`src/rtl/dmni_brlite_svc_buffer_pkg.sv`:
```
// Shared types for the DMNI BrLite service receive path: packet layout,
// MMR addresses and the default service buffer depth.
package dmni_brlite_svc_buffer_pkg;

    localparam int BRLITE_SVC_BUFFER_SIZE = 8;

    typedef struct packed {
        logic [31:0] payload;
        logic [15:0] seq_source;
        logic [15:0] producer;
        logic [7:0]  ksvc;
    } brlite_svc_t;

    typedef enum logic [7:0] {
        DMNI_BR_SVC_POP      = 8'h40,
        DMNI_BR_SVC_KSVC     = 8'h44,
        DMNI_BR_SVC_PRODUCER = 8'h48,
        DMNI_BR_SVC_PAYLOAD  = 8'h4C
    } dmni_mmr_t;

endpackage

```
`src/rtl/dmni_fifo.sv`:
```
// Generic first-word-fall-through FIFO: the head entry is always visible on
// rdata, and push/pop requests that would overflow/underflow are ignored.
module dmni_fifo #(
    parameter  int WIDTH = 72,
    parameter  int DEPTH = 8,
    localparam int PW    = $clog2(DEPTH),
    localparam int CW    = PW + 1
) (
    input  logic             clk,
    input  logic             rst,
    input  logic             push,
    input  logic             pop,
    input  logic [WIDTH-1:0] wdata,
    output logic [WIDTH-1:0] rdata,
    output logic [CW-1:0]    count,
    output logic             empty,
    output logic             full
);

    logic [WIDTH-1:0] mem [DEPTH];
    logic [PW-1:0]    wptr;
    logic [PW-1:0]    rptr;
    logic             push_en;
    logic             pop_en;

    assign push_en = push && !full;
    assign pop_en  = pop && !empty;
    assign empty   = (count == '0);
    assign full    = (count == CW'(DEPTH));
    assign rdata   = mem[rptr];

    // Pointers are exactly log2(DEPTH) wide, so wrap needs no explicit modulo.
    always_ff @(posedge clk or posedge rst) begin
        if (rst) begin
            wptr  <= '0;
            rptr  <= '0;
            count <= '0;
        end else begin
            if (push_en) wptr <= wptr + 1'b1;
            if (pop_en)  rptr <= rptr + 1'b1;
            case ({push_en, pop_en})
                2'b10:   count <= count + 1'b1;
                2'b01:   count <= count - 1'b1;
                default: count <= count;
            endcase
        end
    end

    always_ff @(posedge clk) begin
        if (push_en) mem[wptr] <= wdata;
    end

endmodule

```
`src/rtl/dmni_brlite_svc_buffer.sv`:
```
// BrLite service receive buffer: router handshake into a FWFT FIFO, head
// fields exposed for MMR reads, level interrupt while entries are pending.
module dmni_brlite_svc_buffer
    import dmni_brlite_svc_buffer_pkg::*;
#(
    parameter  int SVC_BUFFER_SIZE = BRLITE_SVC_BUFFER_SIZE,
    localparam int CW              = $clog2(SVC_BUFFER_SIZE) + 1
) (
    input  logic          clk_i,
    input  logic          rst_i,
    input  logic          rx_i,
    output logic          rx_ack_o,
    input  logic [71:0]   rx_data_i,
    input  logic          pop_i,
    output logic [7:0]    head_ksvc_o,
    output logic [15:0]   head_producer_o,
    output logic [31:0]   head_payload_o,
    output logic [15:0]   head_seq_source_o,
    output logic [CW-1:0] count_o,
    output logic          empty_o,
    output logic          full_o,
    output logic          irq_o
);

    logic        push_fire;
    logic        pop_fire;
    logic [71:0] rdata;
    logic [CW-1:0] count_next;
    brlite_svc_t head;

    // Ack depends only on registered state (and reset), never on rx_i.
    assign rx_ack_o  = !full_o && !rst_i;
    assign push_fire = rx_i && rx_ack_o;
    assign pop_fire  = pop_i && !empty_o;

    dmni_fifo #(
        .WIDTH (72),
        .DEPTH (SVC_BUFFER_SIZE)
    ) fifo (
        .clk   (clk_i),
        .rst   (rst_i),
        .push  (push_fire),
        .pop   (pop_fire),
        .wdata (rx_data_i),
        .rdata (rdata),
        .count (count_o),
        .empty (empty_o),
        .full  (full_o)
    );

    assign head              = empty_o ? '0 : brlite_svc_t'(rdata);
    assign head_ksvc_o       = head.ksvc;
    assign head_producer_o   = head.producer;
    assign head_payload_o    = head.payload;
    assign head_seq_source_o = head.seq_source;

    // Track the occupancy the FIFO will hold after this edge so irq changes
    // on the same edge as the count instead of lagging a cycle.
    assign count_next = count_o + CW'(push_fire) - CW'(pop_fire);

    always_ff @(posedge clk_i or posedge rst_i) begin
        if (rst_i) irq_o <= 1'b0;
        else       irq_o <= (count_next != '0);
    end

endmodule

```
`config.mk`:
```
export PLATFORM = sky130hd
export DESIGN_NAME = dmni_brlite_svc_buffer
export DESIGN_NICKNAME = d
export VERILOG_FILES = /design/src/rtl/dmni_brlite_svc_buffer_pkg.sv /design/src/rtl/dmni_fifo.sv /design/src/rtl/dmni_brlite_svc_buffer.sv
export SDC_FILE = /design/constraint.sdc
export NUM_CORES = 1
export LEC_CHECK = 0
export CAP_MARGIN = 10
export CORE_MARGIN = 4
export CORE_UTILIZATION = 60
export CTS_BUF_LIST = sky130_fd_sc_hd__clkbuf_4 sky130_fd_sc_hd__clkbuf_8
export DETAILED_ROUTE_END_ITERATION = 8
export PLACE_DENSITY = 0.92
export SLEW_MARGIN = 20
export SYNTH_ARGS = -nofsm -noshare
export SYNTH_HDL_FRONTEND = slang
export SYNTH_SLANG_ARGS = --single-unit
```
`constraint.sdc`:
```
create_clock -name clk_i -period 9.7 [get_ports clk_i]
set_clock_uncertainty 0.1 [all_clocks]
set_input_delay 2.425 -clock clk_i [delete_from_list [all_inputs] [get_ports clk_i]]
set_output_delay 2.425 -clock clk_i [all_outputs]
set_load 0.03 [all_outputs]
```
======== After elaboration in Yosys (flattened, before gate mapping) ========
Memories as Yosys holds them, arrays and structs flattened.
Index checks and enable logic that the tools add are counted.
word-level totals
  register bits after elaboration ......... 11
  bits in writable memories ............... 576
  bits of input ports ..................... 76
  output and inout bits ................... 80
  word-level logic and storage cells ...... 29
  memories ................................ 1
memory list
  name      words  bits a word  read ports  clocked after memory_dff  write ports  line             RTL
  fifo.mem  8      72           1           0                         1            dmni_fifo.sv:20  logic [WIDTH-1:0] mem [DEPTH];
operators by class
  $add $sub $neg .......................... 6
  eq/ne operators ......................... 3
  multiplexer cells ....................... 4
  reductions and logical operators ........ 11
operator list
  operator             count
  $mux 72              1
  $pmux 4 s2           1
  $add 3x1->3 const B  2
  $logic_and 1x1->1    5
  $add 4x1->4          1
  $add 4x1->4 const B  1
  $eq 4x4->1 const B   1
  $logic_not 4->1      1
  $reduce_bool 4->1    1
  $sub 4x1->4          1
  $sub 4x1->4 const B  1
  $logic_not 1->1      3
  $eq 2x1->1 const B   1
  $eq 2x2->1 const B   1
  $mux 1               2
  $reduce_bool 2->1    1

======== Longest topological paths before layout ========
Gate-level depths: netlist of run 1.
  depth after elaboration ................. 7
  mapped depth ............................ 12
  mapped depth without buffers ............ 12

======== Cells and area by module ========
From an unflattened synthesis of run 1, not the netlist that was laid out.
second synthesis, totals
  cells, all modules ...................... 1004
  area, all modules ....................... 23029.6 µm²
by module, submodules not included
  module                  times used  cells each  area each (µm²)
  dmni_fifo               1           900         22350.2
  dmni_brlite_svc_buffer  1           104         679.4

======== Worst setup path after synthesis of run 1 ========
OpenSTA, ideal clock, no wires.
  kind .................................... input port to flip-flop
  from .................................... input rst_i
  to ...................................... memory fifo.mem[0][0] (enable)
  setup time .............................. 0.679 ns
  data arrival time ....................... 9.814 ns
  data required time ...................... 8.921 ns
  slack ................................... -0.893 ns
  stages .................................. 3
  path through ............................ nor2_2 > nand2_2 > nor4_1
between the ends
  cells in the longest elaborated chain, start to end .. 6
ends and longest elaborated chain
  item                              line                          RTL
  start, declared                   dmni_brlite_svc_buffer.sv:10  input logic rst_i,
  $logic_not 1->1 (no source line)  -
  $logic_and 1x1->1                 dmni_brlite_svc_buffer.sv:32  assign rx_ack_o = !full_o && !rst_i;
  $logic_and 1x1->1                 dmni_brlite_svc_buffer.sv:33  assign push_fire = rx_i && rx_ack_o;
  $logic_and 1x1->1                 dmni_fifo.sv:26               assign push_en = push && !full;
  $mux 1                            dmni_fifo.sv:50               if (push_en) mem[wptr] <= wdata;
  $mux 1 (implied by the code)      dmni_fifo.sv:50
  end, declared                     dmni_fifo.sv:20
No other way between the ends.

======== Worst setup path in the final report of run 1 ========
  from .................................... register fifo.rptr[1]
  to ...................................... output head_producer_o[8]
between the ends
  cells in the longest elaborated chain, start to end .. 2
ends and longest elaborated chain
  item                    line                          RTL
  start, declared         dmni_fifo.sv:22               logic [PW-1:0] rptr;
  start signal, assigned  dmni_fifo.sv:40               if (pop_en) rptr <= rptr + 1'b1;
  $mem_v2 8x72            -
  $mux 72                 dmni_brlite_svc_buffer.sv:51  assign head = empty_o ? '0 : brlite_svc_t'(rdata);
  end, declared           dmni_brlite_svc_buffer.sv:16  output logic [15:0] head_producer_o,
No other way between the ends.

==> results.md, run 1 <==
* R2R setup slack at 6130 ps
* Fill count at 2028
* Critical path arrival at roughly 3900 ps
* Total grt overflow at 0
* Crit path time final at approximately 6400 ps
* Max VDD drop at between 0.2 and 0.25 mV
* Main combinational cell family by area after synthesis: multiplexers
* Final nets at roughly 1300
* Slew Limit Fails at 0
* Mux contribution to synthesized area at between 10% and 20%
* Simple-gate share of the synthesized area at 1.912%
* Register bit total from synthesis at approximately 590
* Slowest cell on crit path: dfrtp_4
* Crit-path cells: buf_4 > mux4_2 > mux2i_1 > nor2_1 > clkdlybuf4s50_1
* Placer Congestion at about 0.73
* Post-CTS resize count at 0
* R2r endpoint: fifo.mem[2][39]
* Required time of the critical path at 7180 ps
* P_leak at roughly 8.8 nW
* Drt first pass iters at 7
* Worst setup startpoint: fifo.rptr[1]
* Stages on worst setup path at 5
* DRC at 0
* Initial core utilization at 61.23%
* ANT nets after route at 0
* Seq/Total Area, Yosys at between 70 and 80%
* TritonCTS Buffers at between 90 and 100
* Pwr dens at roughly 300 nW/um^2
* WP buf/inv at 2
* Post-DP Area at 24750 sq um
* Cells after Synth at 990
* Post-synth cell types at 31
* Adder-cell share of the synthesized area at less than 1%
* First-pass GRT wire length at roughly 67 mm
* Relative slew slack at 29.36%
* Io pins at about 160
* Placeable Area at roughly 37000 sq um
* Setup crit end kind: output pin
* Worst path max stage delay at approximately 1100 ps
* Commonest non-fill, non-tap cell in the layout: edfxtp_1
* Yosys warning count at 0
* Die Ht at ~200 um
* Reg2reg start: fifo.count[2]
* CTS root buffer: clkbuf_8
* CTS tree: built
* H-tree levels at 3
* Outcome: finished clean
* Hold-fix buffers at CTS at 0
* Mapped Avg Cell Area at roughly 23 sq um
* Net Count, Synth at roughly 1100
* Most frequent cells in the layout: edfxtp_1 (576), clkdlybuf4s50_1 (155), mux4_2 (144)
* Initial drt markers at 837
* Bufs on Longest Clock Path at 3
* Routed vias at about 10000
* Final instance area at ~27000 sq um
* Area Growth Syn to Fin at 17.74%
* Cell count of the worst reg-to-reg path at 8
* Die Footprint at between 40000 and 50000 sq um
* Post-Synth XOR/XNOR Area at less than 1%
* Critical path's top delay family: buffers and inverters
* Worst-Skew Late Latency at about 630 ps
* Reg area at around 18000 sq um
* Max-cap violations at 0
* Row count at 70
* Worst-Margin Slew at between 1000 and 1500 ps
* Final hold vios at 0
* Synth Area in Compound Gates at less than 1%
* Detail Placement HPWL at ~24 mm
* Mapped Area at about 23000 sq um
* CTS sink cnt at ~590
* Total GRT Usage at between 20 and 25%
* Setup violators final at 0
* CP Class: reg -> out
* Vias in the first global route at roughly 11000
* Post-route setup TNS at 0 ps
* Layout cells sized above 1 at ~25%
* CP max FO at 64
* Post-CTS Setup Repair Bufs at 0
* Post-DR wirelength/cell at between 20 and 25 um
* Clk slew on worst S/H paths at roughly 60 ps
* Die X-Extent at just over 200 um
* Footprint of the multi-input gates at ~4800 sq um
* Startpoint Class: flop
* Largest net degree at the start of global routing at 76
* Fin crit share at 65.90%
* Total Wirelength at around 43 mm
* FMAX at 156.4 MHz
* Initial antenna violation count at 3
* Via density at between 5 and 6
* Worst hold-check path type: reg -> reg
* Port bufs at about 160
* RSZ-0062 raised after global routing: false
* Critical Path Sink: head_producer_o[8]
cells in the mapped netlist:
| library cell | instances | area [sq um] |
|---|---|---|
| a21o_1 | 1 | 7.510 |
| a21oi_1 | 3 | 15.01 |
| buf_1 | 7 | 26.28 |
| buf_2 | 18 | 90.09 |
| buf_4 | 2 | 15.01 |
| buf_6 | 7 | 78.83 |
| clkbuf_1 | 15 | 56.30 |
| dfrtp_1 | 11 | 275.3 |
| edfxtp_1 | 576 | 17300 |
| fa_1 | 1 | 20.02 |
| ha_1 | 11 | 137.6 |
| inv_1 | 7 | 26.28 |
| mux2_1 | 2 | 22.52 |
| mux2_2 | 1 | 11.26 |
| mux2i_1 | 72 | 720.7 |
| mux4_2 | 144 | 3243 |
| nand2_1 | 4 | 15.01 |
| nand2_2 | 1 | 6.260 |
| nand2b_1 | 2 | 12.51 |
| nand3_1 | 2 | 10.01 |
| nand4b_1 | 1 | 8.760 |
| nor2_1 | 76 | 285.3 |
| nor2_2 | 1 | 6.260 |
| nor2b_1 | 3 | 18.77 |
| nor3_1 | 4 | 20.02 |
| nor3b_1 | 3 | 22.52 |
| nor4_1 | 1 | 6.260 |
| nor4bb_1 | 2 | 20.02 |
| o31ai_1 | 1 | 7.510 |
| xnor2_1 | 7 | 61.31 |
| xor2_1 | 4 | 35.03 |
cell type report:
class	count	share of cell area [%]
Multi-Input combinational cell	347	17.96
Inverter	7	0.09884
Antenna cell	3	0.02824
Timing Repair Buffer	177	6.504
Clock buffer	125	5.766
Tap cell	504	2.372
Sequential cell	587	66.14
Clock inverter	38	1.125
state kept, by name, summed over array words and instances, names as in the netlist:
name,count
fifo.mem,576
fifo.count,4
fifo.rptr,3
fifo.wptr,3
irq_o,1
cell families after synthesis:
| kind of cell | count (synthesis) |
|---|---|
| buffers and inverters | 56 |
| AOI/OAI and AO/OA | 5 |
| and+or+nand+nor | 100 |
| adders and majority gates | 12 |
| muxes | 219 |
| xor gates and xnor gates | 11 |
| DFF | 587 |
where the power goes:
part | switching [mW] | internal, mW | total (mW)
sequential | 0.226 | 3.01 | 3.24
clock | 0.904 | 1.14 | 2.04
combinational | 1.49 | 1.31 | 2.80
total | 2.62 | 5.45 | 8.07
tightest hold or removal path, delay by kind of cell, from the launching register on:
kind,cells,cell delay [ps]
xor+xnor,1,70
buf+inv,1,90
flops,1,390
through the flow:
step           hold slack, ps  utilization [%]  power [mW]  instances  setup slack, ps
2_1_floorplan           433.7                -       5.170        990             1034
3_3_place_gp            483.9            67.11       6.059       1622             3382
3_5_place_dp            493.8            67.11       6.120       1622             3376
4_1_cts                 503.2            72.08       8.172       1785             3176
5_1_grt                 562.6            72.09       8.458       1787             2970
6_report                495.4            72.10       8.072       1788             3308
routing by layer:
metal  track usage, %  vias up  share of wire (%)
met3            4.332       59                6.1
met5                0        -              0.030
met2            37.17      349                 53
met1            29.12     5486                 39
met4            6.372        2                1.7
li1                 -     4578                  -
worst min-delay path by stage:
stage	startpoint	end	cells after the start
6_report	fifo.count[3]	fifo.count[3]	2
2_1_floorplan	fifo.wptr[2]	fifo.wptr[2]	1
5_1_grt	fifo.count[3]	fifo.count[3]	2
3_3_place_gp	fifo.count[3]	fifo.count[3]	2
3_5_place_dp	fifo.count[3]	fifo.count[3]	2
4_1_cts	fifo.count[3]	fifo.count[3]	2
Power figures use the tool's default switching activity.
==> inputs of run 2 (changes only) <==
--- a/config.mk
+++ b/config.mk
@@ -7,10 +7,10 @@
 export LEC_CHECK = 0
 export CAP_MARGIN = 10
 export CORE_MARGIN = 4
-export CORE_UTILIZATION = 60
+export CORE_UTILIZATION = 55
 export CTS_BUF_LIST = sky130_fd_sc_hd__clkbuf_4 sky130_fd_sc_hd__clkbuf_8
 export DETAILED_ROUTE_END_ITERATION = 8
-export PLACE_DENSITY = 0.92
+export PLACE_DENSITY = 0.89
 export SLEW_MARGIN = 20
 export SYNTH_ARGS = -nofsm -noshare
 export SYNTH_HDL_FRONTEND = slang
==> constraint.sdc (replaced) <==
create_clock -name clk_i -period 5.1 [get_ports clk_i]
set_clock_uncertainty 0.1 [all_clocks]
set_input_delay 1.275 -clock clk_i [delete_from_list [all_inputs] [get_ports clk_i]]
set_output_delay 1.275 -clock clk_i [all_outputs]
set_load 0.03 [all_outputs]
==> run 2 against run 1 <==
Utilization decreased by 5.6 points. Register-to-register slack got worse by 4000 ps. Critical path depth unchanged. Sequential share of layout area decreased by 0.34 points. First-iteration DRC count decreased by 3.8%. Sequential power increased by 85%. Sequential cell count unchanged. Highest routed layer unchanged.
==> results.md, run 2 (synthesis gave the netlist of run 1 again) <==
* Outcome: finished clean
* Commonest non-fill, non-tap cell in the layout: edfxtp_1
* Worst-Margin Slew at 671.5 ps (-388.1 ps)
* Initial core utilization at 56.18% (-5.1 points)
* Row count at 73 (+4.3%)
* Overall power at 15.34 mW (+90%)
* Via density at 5.879 (+0.37%)
* Clk pwr share at 24.1% (-1.2 points)
* Post-CTS Setup Repair Bufs at 0 (unchanged)
* Drt first pass iters at 5 (-2)
* Placer Congestion at 0.7039 (-2.9%)
* Fill count at 2485 (+23%)
* CP Class: reg -> out
* DRC at 0 (unchanged)
* Port bufs at 155 (unchanged)
* Post-CTS resize count at 0 (unchanged)
* CTS sink cnt at 587 (unchanged)
* Flip-flop count of the largest register after layout at 576 (unchanged)
* Setup violators final at 0 (unchanged)
* Final hold vios at 0 (unchanged)
* Die X-Extent at 210.6 um (+4.3%)
* Pwr dens at 574.1 nW/um^2 (+89%)
* Min-delay src: fifo.count[3]
* First-pass GRT wire length at 68.99 mm (+2.4%)
* Global-route met1 utilization at 26.65% (-2.5 points)
* Most frequent cells in the layout: edfxtp_1 (576), clkdlybuf4s50_1 (155), mux4_2 (144)
* Startpoint Class: flop
* Largest net degree at the start of global routing at 76 (unchanged)
* Setup crit end kind: output pin
* Cell count of the worst reg-to-reg path at 12 (+4)
* Total GRT Usage at 20.65% (-1.1 points)
* Bufs on Longest Clock Path at 3 (unchanged)
* Post-DP Area at 24990 sq um (+1.0%)
* Max-cap violations at 0 (unchanged)
* CP max FO at 44 (-31%)
* H-tree levels at 3 (unchanged)
* P_leak at 8.756 nW (about the same)
* Relative slew slack at 55.09% (+26 points)
* Die Ht at 210.6 um (+4.3%)
* Reg area at 17580 sq um (unchanged)
* Area Growth Syn to Fin at 18.35%
* Max VDD drop at 0.4269 mV (+100%)
* CTS tree: built
* Fin crit share at around nine tenths
* Final nets at 1298 (-0.077%)
* Placeable Area at 40190 sq um (+9.0%)
* Worst-Skew Late Latency at 630 ps (about the same)
* Clk slew on worst S/H paths at 60 ps (about the same)
* Crit path time final at ~4500 ps
* R2r endpoint: fifo.count[2]
* Total grt overflow at 0 (unchanged)
* Reg2reg start: fifo.count[2]
* Required time of the critical path at 3720 ps (-3460 ps)
* Final instance area at 26720 sq um (+0.52%)
* R2R setup slack at 2110 ps (-4020 ps)
* Sw Pwr at 5.064 mW (+93%)
* RSZ-0062 raised after global routing: false
* Initial antenna violation count at 4 (+1)
* Met3 Use GR at 5.154% (+0.82 points)
* Most crowded layer after global routing: met2
* Layout cells sized above 1 at 25.00% (-0.45 points)
* Vias in the first global route at 11512 (+0.62%)
* TritonCTS Buffers at 89 (-2.2%)
* GR Util met2 at 35.64% (-1.5 points)
* Footprint of the multi-input gates at 4801 sq um (+0.52%)
* Die Footprint at 44360 sq um (+8.7%)
* Post-DR wirelength/cell at 24.90 um (+2.5%)
* Sequential share of power at 39.1% (-1.0 points)
* Switching part of the total at 33.01% (+0.52 points)
* Worst hold stages at 2 (unchanged)
* Setup WS pre-CTS at 1088 ps (-2288 ps)
* Biggest register: fifo.mem
* CTS root buffer: clkbuf_8
* Slew Limit Fails at 0 (unchanged)
* Critical path arrival at 3170 ps (-700 ps)
* Routed vias at 10630 (+1.5%)
* Worst hold-check path type: reg -> reg
* Comb pwr share at 36.8% (+2.1 points)
* Io pins at 156 (unchanged)
* Initial drt markers at 805 (-3.8%)
* Internal power at 10.28 mW (+89%)
* Total Wirelength at 45.01 mm (+3.6%)
* ANT nets after route at 0 (unchanged)
* Fin worst setup slack at 554.1 ps (-2754 ps)
* Hold path endpoint: fifo.count[3]
* Detail Placement HPWL at 24.56 mm (+4.4%)
* FMAX at 220.0 MHz
* Hold-fix buffers at CTS at 0 (unchanged)
* Top Registers: fifo.mem (576), fifo.count (4)
run 2: cell count changes in the layout (fill, tap and decap cells not counted), sizes merged:
cell,before,now
buf,22,23
bufinv,4,2
clkbuf,125,120
clkinv,27,33
clkinvlp,2,4
inv,12,9
run 2: per-stage QoR:
step / util (%) / hold slack [ps] / instances / setup TNS (ps)
global placement: 62.19 / 481.1 / 1644 / 0
detailed placement: 62.19 / 501.4 / 1644 / 0
floorplan: - / 468.0 / 990 / -148930
finish: 66.49 / 502.8 / 1808 / 0
global route: 66.48 / 564.8 / 1806 / 0
CTS: 66.47 / 510.6 / 1805 / 0
run 2: metal layers:
layer / vias to the layer above / routed length [um] / part of all wire, %
li1: 4574 / - / -
met1: 5579 / 17020 / 38
met2: 398 / 24030 / 53
met3: 75 / 3136 / 7.0
met4: 4 / 795 / 1.8
met5: - / 26 / 0.058
run 2: power by group through the flow:
stage	logic, mW	clock network, mW	registers, mW
after floorplan	3.86	0	5.97
after global placement	5.62	0	6.07
after detailed placement	5.72	0	6.11
after CTS	5.75	3.79	6.01
after global routing	6.01	4.03	6.04
final	5.64	3.70	6.00
run 2: cell type report:
class / count / area share, %
antenna: 3 / 0.02809
clock buffer: 120 / 5.525
clock inverter: 41 / 0.9224
inverter: 7 / 0.09833
multi-input combinational: 347 / 17.97
sequential: 587 / 65.80
tap: 525 / 2.458
timing repair buffer: 178 / 7.201
run 2: worst max path at each step:
| stage | startpoint | end | depth (start not counted) |
|---|---|---|---|
| 6_report | fifo.rptr[0] | head_payload_o[18] | 5 |
| 5_1_grt | fifo.rptr[0] | head_payload_o[19] | 5 |
| 4_1_cts | fifo.rptr[0] | head_payload_o[18] | 5 |
| 3_5_place_dp | rst_i | rx_ack_o | 3 |
| 3_3_place_gp | rst_i | rx_ack_o | 3 |
| 2_1_floorplan | rst_i | fifo.mem[7][0] | 3 |
run 2: worst max-delay path, stage by stage (launching register included):
cell and delay (ps):
dfrtp_4 660, buf_12 370, mux4_2 560, mux2i_1 190, nor2_1 90, clkdlybuf4s50_1 640
